==> src/rtl/dmem_arb_pkg.sv <==
// Shared types and constants for the data-memory arbiter (dmem_arbiter).
// Optional burst lock is built only when DMEM_ARB_LOCK_EN is defined.
package dmem_arb_pkg;

   typedef enum logic {
      ARB    = 1'b0,
      LOCKED = 1'b1
   } arb_state_e;

   typedef enum logic [1:0] {
      OWN_NONE = 2'd0,
      OWN_CORE = 2'd1,
      OWN_EXT  = 2'd2
   } owner_e;

   // Default starvation limit; legal range 1..15 so it fits the counter.
   localparam int STARVE_MAX_DEF = 4;
   localparam int CNT_W          = 4;

endpackage

==> src/rtl/dmem_arbiter_if.sv <==
// Bus bundle between the core, the external master, the data memory and dmem_arbiter.
// ext_lock exists only when DMEM_ARB_LOCK_EN is defined.
interface dmem_arbiter_if #(
   parameter int ADDR_W = 32,
   parameter int DATA_W = 32
);

   // Core side: no handshake, the core owns memory unless core_stall is raised.
   logic              core_req;
   logic              core_we;
   logic [ADDR_W-1:0] core_addr;
   logic [DATA_W-1:0] core_wdata;
   logic [DATA_W-1:0] core_rdata;
   logic              core_stall;

   // External side: ext_req is the valid, ext_gnt the ready. The master holds
   // ext_req and its fields stable until ext_gnt; the transfer happens on the
   // rising edge where both are high. Reads return ext_rdata with a
   // one-cycle ext_rvalid pulse after that edge.
   logic              ext_req;
   logic              ext_we;
   logic [ADDR_W-1:0] ext_addr;
   logic [DATA_W-1:0] ext_wdata;
`ifdef DMEM_ARB_LOCK_EN
   logic              ext_lock;
`endif
   logic              ext_gnt;
   logic [DATA_W-1:0] ext_rdata;
   logic              ext_rvalid;

   logic              mem_we;
   logic [ADDR_W-1:0] mem_addr;
   logic [DATA_W-1:0] mem_wdata;
   logic [DATA_W-1:0] mem_rdata;

   dmem_arb_pkg::arb_state_e           state_dbg;
   logic [dmem_arb_pkg::CNT_W-1:0]     starve_cnt_dbg;

   modport slave (
      input  core_req, core_we, core_addr, core_wdata,
      input  ext_req, ext_we, ext_addr, ext_wdata,
`ifdef DMEM_ARB_LOCK_EN
      input  ext_lock,
`endif
      input  mem_rdata,
      output core_rdata, core_stall,
      output ext_gnt, ext_rdata, ext_rvalid,
      output mem_we, mem_addr, mem_wdata,
      output state_dbg, starve_cnt_dbg
   );

   modport master (
      output core_req, core_we, core_addr, core_wdata,
      output ext_req, ext_we, ext_addr, ext_wdata,
`ifdef DMEM_ARB_LOCK_EN
      output ext_lock,
`endif
      output mem_rdata,
      input  core_rdata, core_stall,
      input  ext_gnt, ext_rdata, ext_rvalid,
      input  mem_we, mem_addr, mem_wdata,
      input  state_dbg, starve_cnt_dbg
   );

endinterface

==> src/rtl/dmem_starve_ctr.sv <==
// Saturating count of cycles the external master has been denied memory.
module dmem_starve_ctr
   import dmem_arb_pkg::*;
#(
   parameter int MAX = STARVE_MAX_DEF
) (
   input  logic             CLK,
   input  logic             RESET,
   input  logic             inc,
   input  logic             clr,
   output logic [CNT_W-1:0] cnt,
   output logic             at_max
);

   logic [CNT_W-1:0] cnt_q;
   logic [CNT_W-1:0] cnt_d;

   always_comb begin
      cnt_d = cnt_q;
      if (clr) begin
         cnt_d = '0;
      end else if (inc && (cnt_q != CNT_W'(MAX))) begin
         cnt_d = cnt_q + CNT_W'(1);
      end
   end

   always_ff @(posedge CLK or negedge RESET) begin
      if (!RESET) begin
         cnt_q <= '0;
      end else begin
         cnt_q <= cnt_d;
      end
   end

   assign cnt    = cnt_q;
   assign at_max = (cnt_q == CNT_W'(MAX));

endmodule

==> src/rtl/dmem_arbiter.sv <==
// Single-port data memory arbiter: core has same-cycle priority, external master
// wins after STARVE_MAX denials. Burst lock state built with DMEM_ARB_LOCK_EN.
module dmem_arbiter
   import dmem_arb_pkg::*;
#(
   parameter int ADDR_W     = 32,
   parameter int DATA_W     = 32,
   parameter int STARVE_MAX = STARVE_MAX_DEF
) (
   input  logic          CLK,
   input  logic          RESET,
   dmem_arbiter_if.slave bus
);

   arb_state_e        state_q;
   arb_state_e        state_d;
   owner_e            owner;
   logic              ext_gnt;
   logic              core_stall;
   logic              starve_inc;
   logic              starve_clr;
   logic              starve_at_max;
   logic [CNT_W-1:0]  starve_cnt;

   logic              mem_we_d;
   logic [ADDR_W-1:0] mem_addr_d;
   logic [DATA_W-1:0] mem_wdata_d;
   logic [DATA_W-1:0] core_rdata_d;

   logic [DATA_W-1:0] ext_rdata_q;
   logic [DATA_W-1:0] ext_rdata_d;
   logic              ext_rvalid_q;
   logic              ext_rvalid_d;

   dmem_starve_ctr #(
      .MAX (STARVE_MAX)
   ) u_starve (
      .CLK    (CLK),
      .RESET  (RESET),
      .inc    (starve_inc),
      .clr    (starve_clr),
      .cnt    (starve_cnt),
      .at_max (starve_at_max)
   );

   // Ownership and next state; everything is forced quiet while RESET is low.
   always_comb begin
      state_d    = state_q;
      owner      = OWN_NONE;
      ext_gnt    = 1'b0;
      core_stall = 1'b0;
      if (RESET) begin
         case (state_q)
            ARB: begin
               if (bus.core_req && bus.ext_req) begin
                  if (starve_at_max) begin
                     owner      = OWN_EXT;
                     ext_gnt    = 1'b1;
                     core_stall = 1'b1;
                  end else begin
                     owner = OWN_CORE;
                  end
               end else if (bus.core_req) begin
                  owner = OWN_CORE;
               end else if (bus.ext_req) begin
                  owner   = OWN_EXT;
                  ext_gnt = 1'b1;
               end
`ifdef DMEM_ARB_LOCK_EN
               if (ext_gnt && bus.ext_lock) begin
                  state_d = LOCKED;
               end
`endif
            end
`ifdef DMEM_ARB_LOCK_EN
            LOCKED: begin
               // The cycle that drops ext_lock is still owned by ext.
               owner      = OWN_EXT;
               ext_gnt    = bus.ext_req;
               core_stall = bus.core_req;
               if (!bus.ext_lock) begin
                  state_d = ARB;
               end
            end
`endif
            default: begin
               state_d = ARB;
            end
         endcase
      end
   end

   always_comb begin
      starve_inc = bus.ext_req && !ext_gnt;
      starve_clr = !bus.ext_req || ext_gnt || (state_q == LOCKED);
   end

   // Memory mux: idle cycles present the core's address with no write.
   always_comb begin
      mem_we_d     = 1'b0;
      mem_addr_d   = bus.core_addr;
      mem_wdata_d  = bus.core_wdata;
      core_rdata_d = '0;
      case (owner)
         OWN_CORE: begin
            mem_we_d     = bus.core_we;
            core_rdata_d = bus.mem_rdata;
         end
         OWN_EXT: begin
            mem_we_d    = bus.ext_we && ext_gnt;
            mem_addr_d  = bus.ext_addr;
            mem_wdata_d = bus.ext_wdata;
         end
         default: begin
            mem_we_d = 1'b0;
         end
      endcase
   end

   always_comb begin
      ext_rvalid_d = ext_gnt && !bus.ext_we;
      ext_rdata_d  = ext_rvalid_d ? bus.mem_rdata : ext_rdata_q;
   end

   always_ff @(posedge CLK or negedge RESET) begin
      if (!RESET) begin
         state_q      <= ARB;
         ext_rdata_q  <= '0;
         ext_rvalid_q <= 1'b0;
      end else begin
         state_q      <= state_d;
         ext_rdata_q  <= ext_rdata_d;
         ext_rvalid_q <= ext_rvalid_d;
      end
   end

   assign bus.core_rdata     = core_rdata_d;
   assign bus.core_stall     = core_stall;
   assign bus.ext_gnt        = ext_gnt;
   assign bus.ext_rdata      = ext_rdata_q;
   assign bus.ext_rvalid     = ext_rvalid_q;
   assign bus.mem_we         = mem_we_d;
   assign bus.mem_addr       = mem_addr_d;
   assign bus.mem_wdata      = mem_wdata_d;
   assign bus.state_dbg      = state_q;
   assign bus.starve_cnt_dbg = starve_cnt;

endmodule
==> src/flat_wrapper.sv <==
// flat-port wrapper written by rule: the top's interface ports become plain ports
module dmem_arbiter_flat import dmem_arb_pkg::*;
#(
   parameter int ADDR_W     = 32,
   parameter int DATA_W     = 32,
   parameter int STARVE_MAX = STARVE_MAX_DEF
)
  (CLK, RESET, bus_core_req, bus_core_we, bus_core_addr, bus_core_wdata, bus_ext_req, bus_ext_we, bus_ext_addr, bus_ext_wdata, bus_mem_rdata, bus_core_rdata, bus_core_stall, bus_ext_gnt, bus_ext_rdata, bus_ext_rvalid, bus_mem_we, bus_mem_addr, bus_mem_wdata, bus_state_dbg, bus_starve_cnt_dbg);
  dmem_arbiter_if #(.ADDR_W(ADDR_W), .DATA_W(DATA_W)) bus_i ();
  input  logic CLK;
  input  logic RESET;
  input wire logic [$bits(bus_i.core_req)-1:0] bus_core_req;
  input wire logic [$bits(bus_i.core_we)-1:0] bus_core_we;
  input wire logic [$bits(bus_i.core_addr)-1:0] bus_core_addr;
  input wire logic [$bits(bus_i.core_wdata)-1:0] bus_core_wdata;
  input wire logic [$bits(bus_i.ext_req)-1:0] bus_ext_req;
  input wire logic [$bits(bus_i.ext_we)-1:0] bus_ext_we;
  input wire logic [$bits(bus_i.ext_addr)-1:0] bus_ext_addr;
  input wire logic [$bits(bus_i.ext_wdata)-1:0] bus_ext_wdata;
  input wire logic [$bits(bus_i.mem_rdata)-1:0] bus_mem_rdata;
  output wire logic [$bits(bus_i.core_rdata)-1:0] bus_core_rdata;
  output wire logic [$bits(bus_i.core_stall)-1:0] bus_core_stall;
  output wire logic [$bits(bus_i.ext_gnt)-1:0] bus_ext_gnt;
  output wire logic [$bits(bus_i.ext_rdata)-1:0] bus_ext_rdata;
  output wire logic [$bits(bus_i.ext_rvalid)-1:0] bus_ext_rvalid;
  output wire logic [$bits(bus_i.mem_we)-1:0] bus_mem_we;
  output wire logic [$bits(bus_i.mem_addr)-1:0] bus_mem_addr;
  output wire logic [$bits(bus_i.mem_wdata)-1:0] bus_mem_wdata;
  output wire logic [$bits(bus_i.state_dbg)-1:0] bus_state_dbg;
  output wire logic [$bits(bus_i.starve_cnt_dbg)-1:0] bus_starve_cnt_dbg;
  assign bus_i.core_req = bus_core_req;
  assign bus_i.core_we = bus_core_we;
  assign bus_i.core_addr = bus_core_addr;
  assign bus_i.core_wdata = bus_core_wdata;
  assign bus_i.ext_req = bus_ext_req;
  assign bus_i.ext_we = bus_ext_we;
  assign bus_i.ext_addr = bus_ext_addr;
  assign bus_i.ext_wdata = bus_ext_wdata;
  assign bus_i.mem_rdata = bus_mem_rdata;
  assign bus_core_rdata = bus_i.core_rdata;
  assign bus_core_stall = bus_i.core_stall;
  assign bus_ext_gnt = bus_i.ext_gnt;
  assign bus_ext_rdata = bus_i.ext_rdata;
  assign bus_ext_rvalid = bus_i.ext_rvalid;
  assign bus_mem_we = bus_i.mem_we;
  assign bus_mem_addr = bus_i.mem_addr;
  assign bus_mem_wdata = bus_i.mem_wdata;
  assign bus_state_dbg = bus_i.state_dbg;
  assign bus_starve_cnt_dbg = bus_i.starve_cnt_dbg;
  dmem_arbiter #(.ADDR_W(ADDR_W), .DATA_W(DATA_W), .STARVE_MAX(STARVE_MAX)) u_core (.CLK(CLK), .RESET(RESET), .bus(bus_i));
endmodule
==> config.mk <==
export PLATFORM = sky130hd
export DESIGN_NAME = dmem_arbiter_flat
export DESIGN_NICKNAME = d
export VERILOG_FILES = /design/src/rtl/dmem_arb_pkg.sv /design/src/rtl/dmem_arbiter_if.sv /design/src/rtl/dmem_starve_ctr.sv /design/src/rtl/dmem_arbiter.sv /design/src/flat_wrapper.sv
export SDC_FILE = /design/constraint.sdc
export NUM_CORES = 1
export LEC_CHECK = 0
export ABC_AREA = 1
export CAP_MARGIN = 10
export CORE_AREA = 8 8 111 113
export DETAILED_ROUTE_END_ITERATION = 10
export DIE_AREA = 0 0 119 121
export PLACE_DENSITY = 0.76
export SLEW_MARGIN = 5
export SYNTH_ARGS = -nofsm -noshare
export SYNTH_HDL_FRONTEND = slang
export SYNTH_HIERARCHICAL = 1
export SYNTH_SLANG_ARGS = --single-unit
==> constraint.sdc <==
create_clock -name CLK -period 3.15 [get_ports CLK]
set_input_delay 0.315 -clock CLK [delete_from_list [all_inputs] [get_ports CLK]]
set_output_delay 0.315 -clock CLK [all_outputs]
set_load 0.005 [all_outputs]
==> results.yml <==
placed_design:
  place_congestion: 0.957
  dp_hpwl_mm: 13.9
  placed_cells: 761
  portBuffers: 301
  dp_slack_ps: 206
sta:
  maxSlewHeadroom_pct: 53.6
  finalHoldViolCount: 0
  slew_viol_final: 0
  setup_ws_ps: 97.1
  skew_ps: 9.44
  fin_crit_ps: 3050
  fmax_mhz: 328
  post-route-period-util_pct: 96.9
  finalSetupViolations: 0
  fin_tns_setup_ps: 0
  tightestPinTransition_ps: 695
clock_network:
  insertion_delay_ps: 290
  cts-root-buf: "clkbuf_8"
  cts_hold_buf: 0
  cts_made_buffers: 5
  htreeDepth: 2
  clk_path_buf_depth: 2
  clkTransAtPathRegs_ps: 80
  clock_sinks: 37
  tritoncts: "built"
synth:
  synth_top_family_by_area: "multiplexers"
  synthCells: 334
  yosysMostFrequentCell: "nand2_1"
  synth_fa_ha_area_share_pct: 1.84
  yosysSeqAreaShare_pct: 34.0
  synthTopCellsByCount: "nand2_1, mux2_2, inv_1"
  yosys.area.top_type_share_pct: 34.0
  synth-edff-count: 0
  synth_cell_types: 22
  yosysTopAreaCell: "dfrtp_1"
  muxShareOfSynthArea_pct: 26.5
  synth_warnings: 6
  ys_ff_latch: 37
  synth_nets: 504
  synthArstFlopShare_pct: 100
  syn_area_per_cell_um2: 8.15
  ys_top_cells_by_area: "dfrtp_1, mux2_2, nand2_1"
  synthFlopType: "dfrtp_1"
  synth_area_um2: 2720
  synth_compound_area_share_pct: 0.735
  synthSimpleGateAreaFrac_pct: 24.6
  synth-xor-area-share_pct: 0
setup_path:
  criticalPathCategory: "reg2out"
  cp-startpoint: "u_core/u_starve/cnt[0]"
  worst_path_max_delay_cell: "clkdlybuf4s50_1"
  crit_path_end: "bus_mem_addr[26]"
  critPathLaunchType: "flop"
  required_ps: 2830
  reg2regPathDepth: 9
  r2r_end: "u_core/bus.ext_rdata[2]"
  slowest_delay_ps: 450
  arrival_ps: 2740
  path_cells: "inv_2 -> ha_1 -> nand2_1 -> nor2_2 -> inv_1 -> nand2_2 -> nand2_2 -> inv_4 -> ha_4 -> buf_6 -> buf_6 -> mux2_2 -> clkdlybuf4s50_1"
  path_max_fanout: 7
  worstSetupEndpointType: "output port"
  timing.rr.start: "u_core/u_starve/cnt[0]"
  ff2ff_setup_slack_ps: 1170
power:
  power_frac_seq_pct: 30.8
  combPwrFrac_pct: 43.6
  pwr-share-clk_pct: 25.6
  p_sw_uw: 522
  internal_power_uw: 1440
  p_leak_uw: 0.00297
  max-vdd-ir-drop_mv: 0.221
  switching_share_pct: 26.7
  powerDensity_nw_per_um2: 313
  fin_total_pwr_uw: 1960
finish:
  n_antenna_cell: 0
  drive_gt1_share_pct: 16.8
  stdcell_count: 787
  fillCellCount: 927
  post-route-util_pct: 59.0
  layout.nets: 816
  syn_to_final_growth_pct: 130
floorplan:
  core_area_um2: 10600
  std_cell_rows: 38
  initial_core_util_pct: 25.7
  dieArea_um2: 14400
  top_level_ports: 303
  die_y_um: 121
  die_w_um: 119
detailed_routing:
  drt_iter0_drc: 215
  drc: 0
  drtAntennaViolNets: 0
  drt-pass1-iter-count: 5
  drt-total-wl_mm: 17.6
  wire_per_inst_um: 22.3
  vias_per_cell: 4.57
  vias: 3593
global_routing:
  grt_antenna_before_repair: 0
  grt_max_degree: 38
  grt_pass1_vias: 3741
  overflow: 0
  grt.total_usage_pct: 22.3
  grt_pass1_wl_mm: 24.5
outcome:
  status: "complete, no violations"
run:
  max_cap_viol_count: 0
min_path:
  hold_path.class: "in2async"
==> cell type report <==
cell class	count	area, µm²	area share, %
clock buffers	5	68.8	1.10
clock inverters	3	68.8	1.10
inverters	45	171	2.74
multi-input cells	231	1480	23.7
flip-flops and latches	37	926	14.8
well taps	140	175	2.80
repair buffers	326	3370	53.8
==> state kept, by name (all words and copies together), names as in the netlist <==
name / cells
u_core/bus.ext_rdata: 32
u_core/u_starve/cnt: 4
u_core/bus.ext_rvalid: 1
==> timing repair <==
action | in CTS | in global routing
buffers inserted | 3 | 8
endpoints found under the setup margin | 57 | 65
gates resized for setup | 3 | 14
pin swaps | 1 | 1
cloned | 2 | 5
==> power by group through the flow <==
| stage | registers [µW] | logic [µW] | clock network, µW |
|---|---|---|---|
| after global placement | 606 | 820 | 0 |
| after CTS | 602 | 844 | 511 |
| after detailed placement | 611 | 822 | 0 |
| final | 603 | 854 | 501 |
| after global routing | 613 | 911 | 529 |
| after floorplan | 616 | 208 | 0 |
==> cells in the final DEF (no fill, tap or decap), types with 2 or more instances in the layout <==
master | synthesis | routed
buf_12 | 0 | 2
buf_16 | 0 | 2
buf_4 | 1 | 14
buf_6 | 9 | 3
bufinv_16 | 0 | 2
clkbuf_16 | 0 | 4
clkbuf_8 | 0 | 5
clkdlybuf4s50_1 | 0 | 290
dfrtp_1 | 37 | 37
dlymetal6s2s_1 | 0 | 10
ha_1 | 4 | 3
inv_1 | 43 | 42
inv_2 | 1 | 2
mux2_2 | 64 | 64
nand2_1 | 111 | 110
nand2_2 | 1 | 2
nand3_1 | 37 | 37
nand4_1 | 3 | 3
nor2_2 | 2 | 2
o21ai_0 | 3 | 3
==> how the worst min path moves through the flow <==
| stage | from | to | slack, ps | depth (start not counted) |
|---|---|---|---|---|
| floorplan | RESET | u_core/bus.ext_rdata[0] | 20 | 0 |
| global placement | RESET | u_core/bus.ext_rdata[26] | 440 | 2 |
| detailed placement | RESET | u_core/bus.ext_rdata[21] | 440 | 2 |
| CTS | RESET | u_core/bus.ext_rdata[22] | 130 | 2 |
| global route | RESET | u_core/u_starve/cnt[0] | 160 | 2 |
| finish | RESET | u_core/bus.ext_rdata[30] | 120 | 2 |
==> critical path, delay by kind of cell (launching register included) <==
kind | cells | cell delay, ps
multiplexers | 1 | 350
buffers and inverters | 6 | 990
adder cells (fa/ha/maj) | 2 | 300
flip-flops | 1 | 390
AND/OR/NAND/NOR | 4 | 420
==> stage by stage <==
stage / instance area (µm²) / hold slack (ps)
finish: 6260 / 122
detailed placement: 5810 / 442
global placement: 5810 / 436
CTS: 6040 / 127
global route: 6260 / 163
floorplan: 2720 / 19.4
==> layer usage <==
| metal | share of wire, % | wire (µm) | global-route usage [%] | up-vias |
|---|---|---|---|---|
| li1 | - | - | - | 1684 |
| met5 | 0 | 0 | 0 | - |
| met3 | 9.1 | 1600 | 7.86 | 22 |
| met2 | 49 | 8640 | 39.2 | 215 |
| met4 | 2.5 | 432 | 5.61 | 0 |
| met1 | 39 | 6900 | 25.3 | 1672 |
==> logic make-up after synthesis <==
group / after synthesis
AOI/OAI and AO/OA: 4
adders and majority gates: 4
buffers and inverters: 66
DFF: 37
muxes: 64
other: 1
and+or+nand+nor: 158
No activity file was read; power rests on OpenSTA's default activity.
